File: config.mk
export PLATFORM = sky130hd
export DESIGN_NAME = sub_bundle_fifo
export DESIGN_NICKNAME = d
export VERILOG_FILES = /design/src/rtl/sub_bundle_fifo.sv
export SDC_FILE = /design/constraint.sdc
export NUM_CORES = 1
export LEC_CHECK = 0
export BUFFER_PORTS_ARGS = -buffer_cell sky130_fd_sc_hd__buf_2
export CORE_ASPECT_RATIO = 1.1
export CORE_MARGIN = 2
export CORE_UTILIZATION = 51
export CTS_CLUSTER_DIAMETER = 80
export CTS_CLUSTER_SIZE = 24
export DETAILED_ROUTE_END_ITERATION = 6
export PLACE_DENSITY = 0.71
export SETUP_SLACK_MARGIN = 0.1
export SYNTH_ARGS = -nofsm -noshare
export SYNTH_HDL_FRONTEND = slang
export SYNTH_SLANG_ARGS = --single-unit
File: constraint.sdc
create_clock -name i_clk -period 4.9 [get_ports i_clk]
set_clock_uncertainty 0.1 [all_clocks]
set_input_delay 0.245 -clock i_clk [delete_from_list [all_inputs] [get_ports i_clk]]
set_output_delay 0.245 -clock i_clk [all_outputs]
set_load 0.02 [all_outputs]
File: src/rtl/sub_bundle_fifo.sv
// sub_bundle_fifo
//   First-word-fall-through FIFO that carries a bundle of four payload
//   shapes (scalar, vector, packed 2D array, unpacked 2D array) from a
//   producer to a consumer. Both sides use valid/ready handshakes. It also
//   reports occupancy, supports a synchronous flush, and keeps a sticky flag
//   that records upstream protocol violations.
//
// Ports
//   i_clk, i_rst_n         rising-edge clock, async active-low reset
//   i_flush                sync flush: empties the FIFO and clears o_proto_err
//   i_valid / o_ready      upstream handshake (o_ready = !o_full)
//   i_sig_a..i_sig_d       upstream payload: scalar, vector, packed, unpacked
//   o_valid / i_ready      downstream handshake (o_valid = !o_empty)
//   o_sig_e..o_sig_h       head payload, forced to zero while o_valid = 0
//   o_count                entries held, 0..DEPTH
//   o_full, o_empty        occupancy flags
//   o_proto_err            sticky: upstream dropped or changed a stalled payload
module sub_bundle_fifo #(
  parameter int VEC_W    = 2,
  parameter int ELEM_W   = 8,
  parameter int NUM_ELEM = 3,
  parameter int DEPTH    = 4
) (
  input  logic                                i_clk,
  input  logic                                i_rst_n,
  input  logic                                i_flush,
  input  logic                                i_valid,
  output logic                                o_ready,
  input  logic                                i_sig_a,
  input  logic [VEC_W-1:0]                    i_sig_b,
  input  logic [0:NUM_ELEM-1][ELEM_W-1:0]     i_sig_c,
  input  logic [ELEM_W-1:0]                   i_sig_d [0:NUM_ELEM-1],
  output logic                                o_valid,
  input  logic                                i_ready,
  output logic                                o_sig_e,
  output logic [VEC_W-1:0]                    o_sig_f,
  output logic [0:NUM_ELEM-1][ELEM_W-1:0]     o_sig_g,
  output logic [ELEM_W-1:0]                   o_sig_h [0:NUM_ELEM-1],
  output logic [$clog2(DEPTH+1)-1:0]          o_count,
  output logic                                o_full,
  output logic                                o_empty,
  output logic                                o_proto_err
);

  localparam int CNT_W = $clog2(DEPTH+1);
  localparam int PTR_W = $clog2(DEPTH);

  logic [PTR_W-1:0] wr_ptr;
  logic [PTR_W-1:0] rd_ptr;
  logic [CNT_W-1:0] count;

  logic                            mem_a [0:DEPTH-1];
  logic [VEC_W-1:0]                mem_b [0:DEPTH-1];
  logic [0:NUM_ELEM-1][ELEM_W-1:0] mem_c [0:DEPTH-1];
  logic [ELEM_W-1:0]               mem_d [0:DEPTH-1][0:NUM_ELEM-1];

  logic                            stall_q;
  logic                            stall_a;
  logic [VEC_W-1:0]                stall_b;
  logic [0:NUM_ELEM-1][ELEM_W-1:0] stall_c;
  logic [ELEM_W-1:0]               stall_d [0:NUM_ELEM-1];
  logic                            payload_diff;
  logic                            proto_err;

  logic push;
  logic pop;

  // All handshake flags come from the count register alone, so neither
  // i_valid nor i_ready can reach o_valid or o_ready through logic.
  assign o_full      = (count == CNT_W'(DEPTH));
  assign o_empty     = (count == '0);
  assign o_ready     = !o_full;
  assign o_valid     = !o_empty;
  assign o_count     = count;
  assign o_proto_err = proto_err;

  assign push = i_valid && o_ready;
  assign pop  = o_valid && i_ready;

  // Pointer and occupancy bookkeeping. Flush takes priority over push and pop.
  // DEPTH is a power of two, so the pointers wrap naturally.
  always_ff @(posedge i_clk or negedge i_rst_n) begin
    if (!i_rst_n) begin
      wr_ptr <= '0;
      rd_ptr <= '0;
      count  <= '0;
    end else if (i_flush) begin
      wr_ptr <= '0;
      rd_ptr <= '0;
      count  <= '0;
    end else begin
      if (push) wr_ptr <= wr_ptr + PTR_W'(1);
      if (pop)  rd_ptr <= rd_ptr + PTR_W'(1);
      case ({push, pop})
        2'b10:   count <= count + CNT_W'(1);
        2'b01:   count <= count - CNT_W'(1);
        default: count <= count;
      endcase
    end
  end

  // Entry storage. No reset is needed here, because unread contents never
  // reach the outputs: the output gating hides anything beyond the count.
  always_ff @(posedge i_clk) begin
    if (push && !i_flush) begin
      mem_a[wr_ptr] <= i_sig_a;
      mem_b[wr_ptr] <= i_sig_b;
      mem_c[wr_ptr] <= i_sig_c;
      for (int k = 0; k < NUM_ELEM; k++) mem_d[wr_ptr][k] <= i_sig_d[k];
    end
  end

  // Head presentation. The outputs are zeroed whenever the FIFO is empty,
  // so they match the reset values even while stale entries remain in memory.
  always_comb begin
    o_sig_e = 1'b0;
    o_sig_f = '0;
    o_sig_g = '0;
    for (int k = 0; k < NUM_ELEM; k++) o_sig_h[k] = '0;
    if (o_valid) begin
      o_sig_e = mem_a[rd_ptr];
      o_sig_f = mem_b[rd_ptr];
      o_sig_g = mem_c[rd_ptr];
      for (int k = 0; k < NUM_ELEM; k++) o_sig_h[k] = mem_d[rd_ptr][k];
    end
  end

  // Compare the current payload against the one captured in the previous cycle.
  always_comb begin
    payload_diff = (i_sig_a != stall_a) || (i_sig_b != stall_b) || (i_sig_c != stall_c);
    for (int k = 0; k < NUM_ELEM; k++) begin
      if (i_sig_d[k] != stall_d[k]) payload_diff = 1'b1;
    end
  end

  // Protocol watchdog. When upstream was stalled last cycle, it must keep
  // i_valid high and the payload unchanged. Flush clears both the sticky
  // flag and any pending stall, so a flush cycle can never raise an error.
  always_ff @(posedge i_clk or negedge i_rst_n) begin
    if (!i_rst_n) begin
      stall_q   <= 1'b0;
      proto_err <= 1'b0;
      stall_a   <= 1'b0;
      stall_b   <= '0;
      stall_c   <= '0;
      for (int k = 0; k < NUM_ELEM; k++) stall_d[k] <= '0;
    end else begin
      stall_a <= i_sig_a;
      stall_b <= i_sig_b;
      stall_c <= i_sig_c;
      for (int k = 0; k < NUM_ELEM; k++) stall_d[k] <= i_sig_d[k];
      if (i_flush) begin
        stall_q   <= 1'b0;
        proto_err <= 1'b0;
      end else begin
        stall_q <= i_valid && !o_ready;
        if (stall_q && (!i_valid || payload_diff)) proto_err <= 1'b1;
      end
    end
  end

endmodule
==> metrics.txt <==
Highest Clock Rate=334 MHz; nets@finish=734; Hold Vio Cnt, Final=0; GRT Overall Usage=approximately a fifth; area of the core=0.0192 mm²; post-CTS sizing=0; outcome=completed; Final setup viols=0; remaining antenna violation count after routing=0; die width=138 µm; top cells by area, synth=edfxtp_1, dfrtp_1, mux4_2; Cell Area, Synth=0.0101 mm²; GP Congestion=0.734; critical path type=flop to primary output; RSZ-0062 raised after global routing=no; worst stage delay on the critical path=1130 ps; Gate power share=between 20% and 30%; CTS root buffer=clkbuf_16; total power=5.56 mW; post-DR vias/cell=about 5.3; Leakage Power=about 4.3 nW; Sum Neg Setup Slack=0 ps; I/O Pins=115; Antenna Cells=0; layout cells sized above 1=between 20 and 30%; Clock Latency Late Sink=480 ps; Total Die Area=0.0209 mm²; Top FF cell, synth=edfxtp_1; Remaining Overflow, GRT=0; drt first-iter violations=368; first-pass GRT wire length=29.3 mm; Cell Area, Placed=0.0109 mm²; Crit Path Max Fanout=53; Critical Path RT=~4600 ps; Core Rows=53; hold crit path type=input pin to flop; distinct cell type count after synthesis=32; crit start category=flop; CTS Sinks=264; worst-margin pin slew=around 1100 ps; final worst-path cycle share=61.0%; WL final=19.2 mm; Synth Register Bits=264; asr flop ratio synth=22.7%; initial antenna violation count=0; post-synthesis instance total=503; Design Area, Final=between 0.01 and 0.015 mm²; Ys Warns=0; number of flops mapped to enable cells by yosys=around 200; nature of the critical path endpoint=primary output; Mapped Nets=564; Psw=1.72 mW; port bufs=114; P_int=3.84 mW; leading area contributor after synthesis=edfxtp_1; final non-filler cell total=928; Num CTS Buffers=14; critical path arrival=2650 ps; Reg power frac=49.3%; DRC viols=0; H-tree level count=1; Area growth, synth to finish=17.8%; largest net degree at the start of global routing=slightly above 60; clock share of power=22.1%; Starting Density=52.3%; Clock transition at path regs=~90 ps; fin. max-slew vios=0; die height=around 150 µm; vias=4,960; pwr/cell area=469 mW/mm²; Min Clock Period, post-route=~3000 ps; relative max-transition margin=28.6%; cell count after placement=850; Initial DRT Pass Iterations=4; HPWL after DPL=11.9 mm; Max VDD drop=0.275 mV; Sw Share=between 30% and 40%; top cell type's share of synthesized area=60.9%; most frequent cell after synthesis=edfxtp_1; CTS max path bufs=3; Critical-path top delay cell=dfrtp_4; Max-cap violations=0; CTS tree=done; WL per Instance=20.7 µm; Commonest cells post-synth=edfxtp_1, dfrtp_1, and2_1; syn_area_per_cell=20.0 µm²; Seq/Total Area, Yosys=75.9%; vias in the first global route=5,091; final core utilization=61.6%; crit-path cells=mux4_2 -> and2_1 -> buf_2
flip-flops by register name, summed over array words and instances (netlist names):
signal,count
wr_ptr,2
o_proto_err,1
mem_d,96
rd_ptr,2
stall_b,2
stall_a,1
mem_a,4
mem_b,8
stall_d,24
stall_c,24
o_count,3
mem_c,96
stall_q,1
power groups by stage:
| stage | registers, mW | clock network (mW) | logic, mW |
|---|---|---|---|
| 6_report | 2.74 | 1.23 | 1.59 |
| 5_1_grt | 2.77 | 1.33 | 1.72 |
| 4_1_cts | 2.75 | 1.26 | 1.62 |
| 3_5_place_dp | 2.80 | 0 | 1.58 |
| 3_3_place_gp | 2.79 | 0 | 1.56 |
| 2_1_floorplan | 2.68 | 0 | 1.15 |
per-layer routing:
layer / wire length, µm / share of wire, % / up-vias / GRT usage (%)
li1: - / - / 2256 / -
met1: 8220 / 43 / 2558 / 26.7
met2: 9810 / 51 / 126 / 32.1
met3: 923 / 4.8 / 20 / 2.38
met4: 265 / 1.4 / 0 / 4.23
met5: 0 / 0 / - / 0
final timing paths:
check	startpoint	to	slack, ps	cells after the start
max	rd_ptr[0]	o_sig_h[18]	1910	3
min	i_ready	rd_ptr[1]	60	4
max reg2reg	o_count[0]	mem_d[3][2]	2140	5
min reg2reg	stall_q	o_proto_err	470	2
max in group asynchronous	i_rst_n	rd_ptr[0]	3710	3
min in group asynchronous	i_rst_n	stall_b[1]	350	3
layout make-up:
type	instances	area (µm²)
sequential	264	7630
tap	247	309
fill	1394	7390
multi-input combinational	207	2290
clock buffer	24	409
timing repair buffer	174	1160
inverter	12	45.0
cell families (layout without fill, tap and decap cells):
logic type | Yosys count | count (layout) | share of synthesized area (%)
AOI/OAI and AO/OA | 11 | 11 | 0.909
DFF | 264 | 264 | 75.9
muxes | 53 | 53 | 11.6
adders and majority gates | 5 | 5 | 0.697
and+or+nand+nor | 88 | 88 | 5.18
xor gates and xnor gates | 50 | 50 | 4.36
buffers and inverters | 32 | 210 | 1.36
worst max-delay path, delay by kind of cell, from the launching register on:
family                 cells  cell delay [ps]
buffers and inverters      1              170
flip-flops                 1             1130
multiplexers               1              620
AND/OR/NAND/NOR            1              200
stage by stage:
| step | hold WS [ps] | setup slack [ps] |
|---|---|---|
| after global placement | 325 | 2190 |
| after CTS | 38.1 | 1840 |
| after floorplan | -151 | 2070 |
| after detailed placement | 330 | 2100 |
| final | 55.9 | 1910 |
| after global routing | 63.1 | 1730 |
what timing repair did:
action | CTS | global route
endpoints found under the hold margin | 324 | 0
hold buffers | 54 | 0
setup buffers | 0 | 0
placed cells by master, fill, tap and decap left out, drive strengths merged, types with 2 or more instances in the layout:
| master | instances |
|---|---|
| nand3 | 3 |
| nor3 | 2 |
| o2bb2ai | 2 |
| and2 | 55 |
| nand4 | 7 |
| buf | 120 |
| edfxtp | 204 |
| nor4 | 6 |
| mux2i | 2 |
| xor2 | 22 |
| mux4 | 51 |
| dlygate4sd3 | 54 |
| inv | 12 |
| nor2 | 8 |
| dfrtp | 60 |
| nand2 | 3 |
| ha | 4 |
| xnor2 | 28 |
| a2111o | 2 |
| clkbuf | 24 |
Note: power is estimated with default switching activity, not from simulation.
